$ cat config.mk
export PLATFORM = sky130hd
export DESIGN_NAME = fetch_ctrl
export DESIGN_NICKNAME = d
export VERILOG_FILES = /design/src/rtl/fetch_ctrl.sv
export SDC_FILE = /design/constraint.sdc
export NUM_CORES = 1
export LEC_CHECK = 0
export ABC_AREA = 0
export BUFFER_PORTS_ARGS = -buffer_cell sky130_fd_sc_hd__buf_2
export CAP_MARGIN = 0
export CORE_AREA = 2 2 132 134
export CTS_BUF_LIST = sky130_fd_sc_hd__clkbuf_8
export CTS_CLUSTER_SIZE = 14
export DETAILED_ROUTE_END_ITERATION = 10
export DIE_AREA = 0 0 134 136
export GPL_TIMING_DRIVEN = 0
export PLACE_DENSITY_LB_ADDON = 0.15
export SLEW_MARGIN = 20
export SYNTH_ARGS = -nofsm -noshare
export SYNTH_HDL_FRONTEND = slang
export SYNTH_SLANG_ARGS = --single-unit
$ cat constraint.sdc
create_clock -name clk -period 5.1 [get_ports clk]
set_clock_uncertainty 0.1 [all_clocks]
set_input_delay 0 -clock clk [delete_from_list [all_inputs] [get_ports clk]]
set_output_delay 0 -clock clk [all_outputs]
set_load 0.02 [all_outputs]
$ cat src/rtl/fetch_ctrl.sv
// fetch_ctrl: instruction fetch sequencer sitting between a read-only instruction
// memory (one-cycle read latency) and the decode stage.
//
// Ports
//   clk            rising-edge clock
//   reset          synchronous active-high reset
//   stall          decode not ready; displayed instruction is held
//   branch_taken   single-cycle redirect request (wins over stall)
//   branch_target  redirect byte address; low two bits are dropped
//   mem_addr       address to instr_mem (combinational)
//   mem_instr      instr_mem data for the previous cycle's mem_addr
//   instr_out      instruction to decode, zero when not valid
//   pc_out         byte address of instr_out
//   instr_valid    instr_out/pc_out carry a valid instruction
//   align_err      one-cycle registered pulse after a misaligned redirect
//   instr_count    number of instructions consumed by decode
module fetch_ctrl #(
  parameter int unsigned WordW  = 32,
  parameter int unsigned InstrW = 32
) (
  input  logic              clk,
  input  logic              reset,
  input  logic              stall,
  input  logic              branch_taken,
  input  logic [WordW-1:0]  branch_target,
  output logic [WordW-1:0]  mem_addr,
  input  logic [InstrW-1:0] mem_instr,
  output logic [InstrW-1:0] instr_out,
  output logic [WordW-1:0]  pc_out,
  output logic              instr_valid,
  output logic              align_err,
  output logic [31:0]       instr_count
);

  typedef enum logic [1:0] {StIdle, StRun, StHold} state_e;

  localparam logic [WordW-1:0] Four = WordW'(4);

  state_e           state_q;
  logic [WordW-1:0] fetch_pc_q;  // next new address to fetch
  logic [WordW-1:0] resp_pc_q;   // address whose data is on mem_instr now
  logic             align_q;
  logic [31:0]      count_q;
  logic [WordW-1:0] target_al;

  assign target_al = {branch_target[WordW-1:2], 2'b00};

  // Address and valid decode. A redirect issues the target immediately and
  // suppresses the instruction on display, giving a single bubble.
  always_comb begin
    mem_addr    = '0;
    instr_valid = 1'b0;
    if (!reset) begin
      if (branch_taken) begin
        mem_addr = target_al;
      end else if (state_q != StIdle) begin
        instr_valid = 1'b1;
        // On a stall re-read the displayed word so mem_instr keeps showing it.
        mem_addr    = stall ? resp_pc_q : fetch_pc_q;
      end
    end
  end

  assign instr_out   = instr_valid ? mem_instr : '0;
  assign pc_out      = reset ? '0 : resp_pc_q;
  assign align_err   = align_q & ~reset;
  assign instr_count = count_q;

  always_ff @(posedge clk) begin
    if (reset) begin
      state_q    <= StIdle;
      fetch_pc_q <= '0;
      resp_pc_q  <= '0;
      align_q    <= 1'b0;
      count_q    <= '0;
    end else begin
      align_q <= branch_taken && (branch_target[1:0] != 2'b00);
      if (branch_taken) begin
        resp_pc_q  <= target_al;
        fetch_pc_q <= target_al + Four;
        state_q    <= StRun;
      end else begin
        case (state_q)
          StIdle: begin
            resp_pc_q  <= '0;
            fetch_pc_q <= Four;
            state_q    <= StRun;
          end
          StRun, StHold: begin
            if (stall) begin
              state_q <= StHold;
            end else begin
              resp_pc_q  <= fetch_pc_q;
              fetch_pc_q <= fetch_pc_q + Four;
              state_q    <= StRun;
              count_q    <= count_q + 32'd1;
            end
          end
          default: state_q <= StIdle;
        endcase
      end
    end
  end

endmodule

==> results by stage <==
Outcome:
- The flow ran to the end, and the final reports show no timing, DRC or antenna violations.

Setup path:
- The combined buffer and inverter count along the critical path is 4.
- The worst setup path is launched from a flop.
- Of all nets on the critical path, the largest fanout is 10.
- By instance count, the cell type seen most on the critical path is sky130_fd_sc_hd__clkbuf_1.
- At the worst endpoint, the required time is 5.29 ns.
- The slowest cell on the critical path is sky130_fd_sc_hd__clkbuf_1.
- The critical path class is reg2reg.
- The cell family contributing the most delay on the critical path is buffers and inverters.
- The type of destination of the critical path is a flop.
- The data arrival at the endpoint of the critical path is 3.11 ns.
- The critical path's largest stage delay is 0.59 ns.
- Traced cell by cell, the critical path runs through inv_1, ha_1, buf_4, nor2b_1, or3_1, clkbuf_1, clkbuf_1, nor2_1, a211oi_1.

Final layout:
- The net count of the finished layout is 1166.
- In the layout the commonest cells are sky130_fd_sc_hd__buf_2 (201), sky130_fd_sc_hd__nor2_1 (99), sky130_fd_sc_hd__dfxtp_1 (97).
- Leaving out fill and tap cells, the most frequent cell in the layout is sky130_fd_sc_hd__buf_2.
- The post-route netlist has 24.6% of its cells at a drive strength greater than 1.
- The final standard cell utilization of the core is 49.2%.
- The antenna diode instance count is 0.
- Once layout is complete, the cells apart from fillers number 1323.
- Compared with the post-synthesis result, the final layout area differs by 26.4%.

Timing:
- The highest attainable clock frequency is 342 MHz.
- The final-report hold violation count is 0.
- The minimum period implied by the final worst setup slack is 2.92 ns.
- The minimum hold slack is 0.0476 ns.
- The final-report setup violation count is 0.
- The final count of pins violating max slew was 0.
- Setup repair after global routing left no endpoint under its margin.
- Adding up every negative setup slack in the final design gives 0 ns.
- Headroom to the max-slew limit came out at 47.8%.
- The share of the cycle needed by the critical path after routing is 57.3%.
- At the pin with the least slew margin, the transition time is 0.784 ns.

Route:
- The routed layout has 7483 vias.
- The DRC violation total after the first TritonRoute iteration is 879.
- After detailed routing, the wire length on met1 is 10.8 mm.
- After detailed routing, the number of remaining DRC violations is 0.
- The top layer reached by signal wires is met4.
- Once detail routing completed, the nets flagged for antenna violations numbered 0.
- Detailed routing placed a total of 11.1 mm of wire on met2.
- The wire length after detailed routing is 24.4 mm.
- The wire length on met3 is 2.03 mm.
- The number of vias per cell is 5.66.
- The number of iterations in the first detailed-routing pass is 8.
- The wire length per cell after detailed routing is 18.4 um.

Power:
- The overall power of the completed layout is 1.75 mW.
- VDD sags by at most 0.173 mV.
- For this design the static power due to leakage is 3.60 nW.
- Dividing total power by cell area gives a power density of 211 mW/mm^2.

Placed design:
- In this run the tool buffered the top-level ports with 191 buffer cells.
- Routability-driven placement finished with a final weighted congestion of 0.951.
- Detailed placement finished with a half-perimeter wire length of 17.8 mm.
- The number of cells in the design after placement is 1276.

Clocking:
- Clock latency on the worst-skew pair, taken at its later pin, is 0.40 ns.
- The root buffer cell chosen for the clock tree is sky130_fd_sc_hd__clkbuf_8.
- TritonCTS built the clock tree.
- The buffer levels on the longest clock path is 2.
- Clock-pin slew was measured on the worst setup and hold paths at 0.11 ns.
- In this run the post-CTS setup repair buffer count came out at 0.
- Counting the buffers created by CTS gives 9.
- Hold repair after CTS inserted 31 buffers.
- The clock net in this run drives a total of 97 sinks.
- The H-tree depth is 3.
- The number of gates given a new drive strength after cts is 0.

Floorplan:
- In this run the count of I/O pins placed on the die edge is 198.
- The effective utilization at floorplan is 39.0%.
- The placeable core region is 0.0169 mm^2.
- The die area is 0.0182 mm^2.
- The die span in y is 136 um.
- The die outline width is 134 um.
- In this run the core area contains 48 standard-cell rows.

Synthesis:
- After synthesis the cells add up to 0.00657 mm^2.
- The number of standard cells after synthesis is 860.
- The netlist uses 70 different library cells.
- The async set or reset register ratio after synthesis is 0%.
- Among all flip-flop cells after synthesis, the most frequent one is sky130_fd_sc_hd__dfxtp_1.
- The post-synthesis sequential area ratio is 29.5%.
- The flip-flop and latch count after synthesis is 97.
- The net count after synthesis is 933.
- The count of flip-flops with a built-in enable after synthesis is 0.
- The count of yosys warnings during synthesis is 0.
- The synthesized area per cell is 7.64 um^2.

GRT:
- The number of global-route vias before repair is 6636.
- The number of antenna violations at the first check in global routing is 0.
- The largest net degree at the start of global routing is 15.
- The total congestion overflow after global routing is 0.
- The global-route total usage across every layer is 25.7%.
- The wire length of the first global-routing pass is 36.9 mm.

Min path:
- The min-delay analysis places its worst path in the category in2reg.

Job:
- The tool flagged a number of max-cap violations equal to 0.
==> layout make-up <==
cell class,count,area [um^2]
fillers,1740,8570
multi-input cells,675,4260
flip-flops and latches,97,1940
repair buffers,222,1270
plain buffers,69,303
well taps,225,282
clock buffers,10,138
inverters,19,71.3
clock inverters,6,51.3
==> metrics by stage <==
step           setup slack (ns)  area, um^2
6_report                   2.18        8310
5_1_grt                    2.10        8310
4_1_cts                    2.24        8310
3_5_place_dp               2.25        7810
3_3_place_gp               2.36        7810
2_1_floorplan              2.94        6570
==> flip-flops by register name (all words and copies together), names as in the netlist <==
signal       count
align_q          1
instr_count     32
resp_pc_q       32
fetch_pc_q      30
state_q          2
==> Yosys cell counts, types with 4 or more instances <==
| master | number | area [um^2] |
|---|---|---|
| sky130_fd_sc_hd__or3_1 | 16 | 100 |
| sky130_fd_sc_hd__a31oi_1 | 25 | 156 |
| sky130_fd_sc_hd__a41oi_1 | 5 | 43.8 |
| sky130_fd_sc_hd__a22oi_1 | 30 | 225 |
| sky130_fd_sc_hd__xor2_1 | 16 | 140 |
| sky130_fd_sc_hd__mux2i_1 | 4 | 40.0 |
| sky130_fd_sc_hd__and4_1 | 12 | 105 |
| sky130_fd_sc_hd__nand2_1 | 65 | 244 |
| sky130_fd_sc_hd__buf_2 | 10 | 50.1 |
| sky130_fd_sc_hd__nor4_1 | 10 | 62.6 |
| sky130_fd_sc_hd__nand4_1 | 18 | 113 |
| sky130_fd_sc_hd__a21oi_1 | 58 | 290 |
| sky130_fd_sc_hd__and2_1 | 36 | 225 |
| sky130_fd_sc_hd__nor2_1 | 99 | 372 |
| sky130_fd_sc_hd__buf_4 | 4 | 30.0 |
| sky130_fd_sc_hd__and3_1 | 18 | 113 |
| sky130_fd_sc_hd__xnor2_1 | 11 | 96.3 |
| sky130_fd_sc_hd__nor3_1 | 18 | 90.1 |
| sky130_fd_sc_hd__clkbuf_1 | 49 | 184 |
| sky130_fd_sc_hd__o21ai_0 | 45 | 225 |
| sky130_fd_sc_hd__nor2b_1 | 35 | 219 |
| sky130_fd_sc_hd__mux2_2 | 27 | 304 |
| sky130_fd_sc_hd__nand3_1 | 28 | 140 |
| sky130_fd_sc_hd__a222oi_1 | 22 | 220 |
| sky130_fd_sc_hd__nand2b_1 | 4 | 25.0 |
| sky130_fd_sc_hd__or4_1 | 4 | 30.0 |
| sky130_fd_sc_hd__inv_1 | 19 | 71.3 |
| sky130_fd_sc_hd__ha_1 | 5 | 62.6 |
| sky130_fd_sc_hd__dfxtp_1 | 97 | 1940 |
==> kinds of logic after synthesis <==
kind of cell / Yosys count / synth area share [%]
AND/OR/NAND/NOR: 393 / 33.1
AO/OA/AOI/OAI: 219 / 21.9
adder cells (fa/ha/maj): 5 / 0.952
buffers and inverters: 88 / 5.69
multiplexers: 31 / 5.23
flip-flops: 97 / 29.5
XOR/XNOR: 27 / 3.60
==> tightest hold or removal path, stage by stage <==
cell	delay, ns
sky130_fd_sc_hd__clkbuf_1	0.17
sky130_fd_sc_hd__xor2_1	0.19
sky130_fd_sc_hd__nand2_1	0.06
sky130_fd_sc_hd__a31oi_1	0.08
==> worst paths after layout <==
path	from	endpoint	slack, ns	depth (start not counted)
max	state_q[0]	fetch_pc_q[10]	2.18	9
min reg2reg	instr_count[31]	instr_count[31]	0.38	2
min	branch_target[14]	fetch_pc_q[14]	0.05	4
max reg2reg	state_q[0]	fetch_pc_q[10]	2.18	9
==> power breakdown <==
group          total [mW]  internal, mW  switching, mW  leakage, nW
logic               0.410         0.153          0.257         2.70
registers           0.823         0.787         0.0352        0.792
clock network       0.522         0.234          0.288        0.110
==> per-layer routing <==
metal | up-vias | track usage, %
li1 | 3615 | -
met5 | - | 0
met1 | 3501 | 35.1
met2 | 327 | 40.6
met3 | 40 | 5.63
met4 | 0 | 7.92
Power figures use the tool's default switching activity.
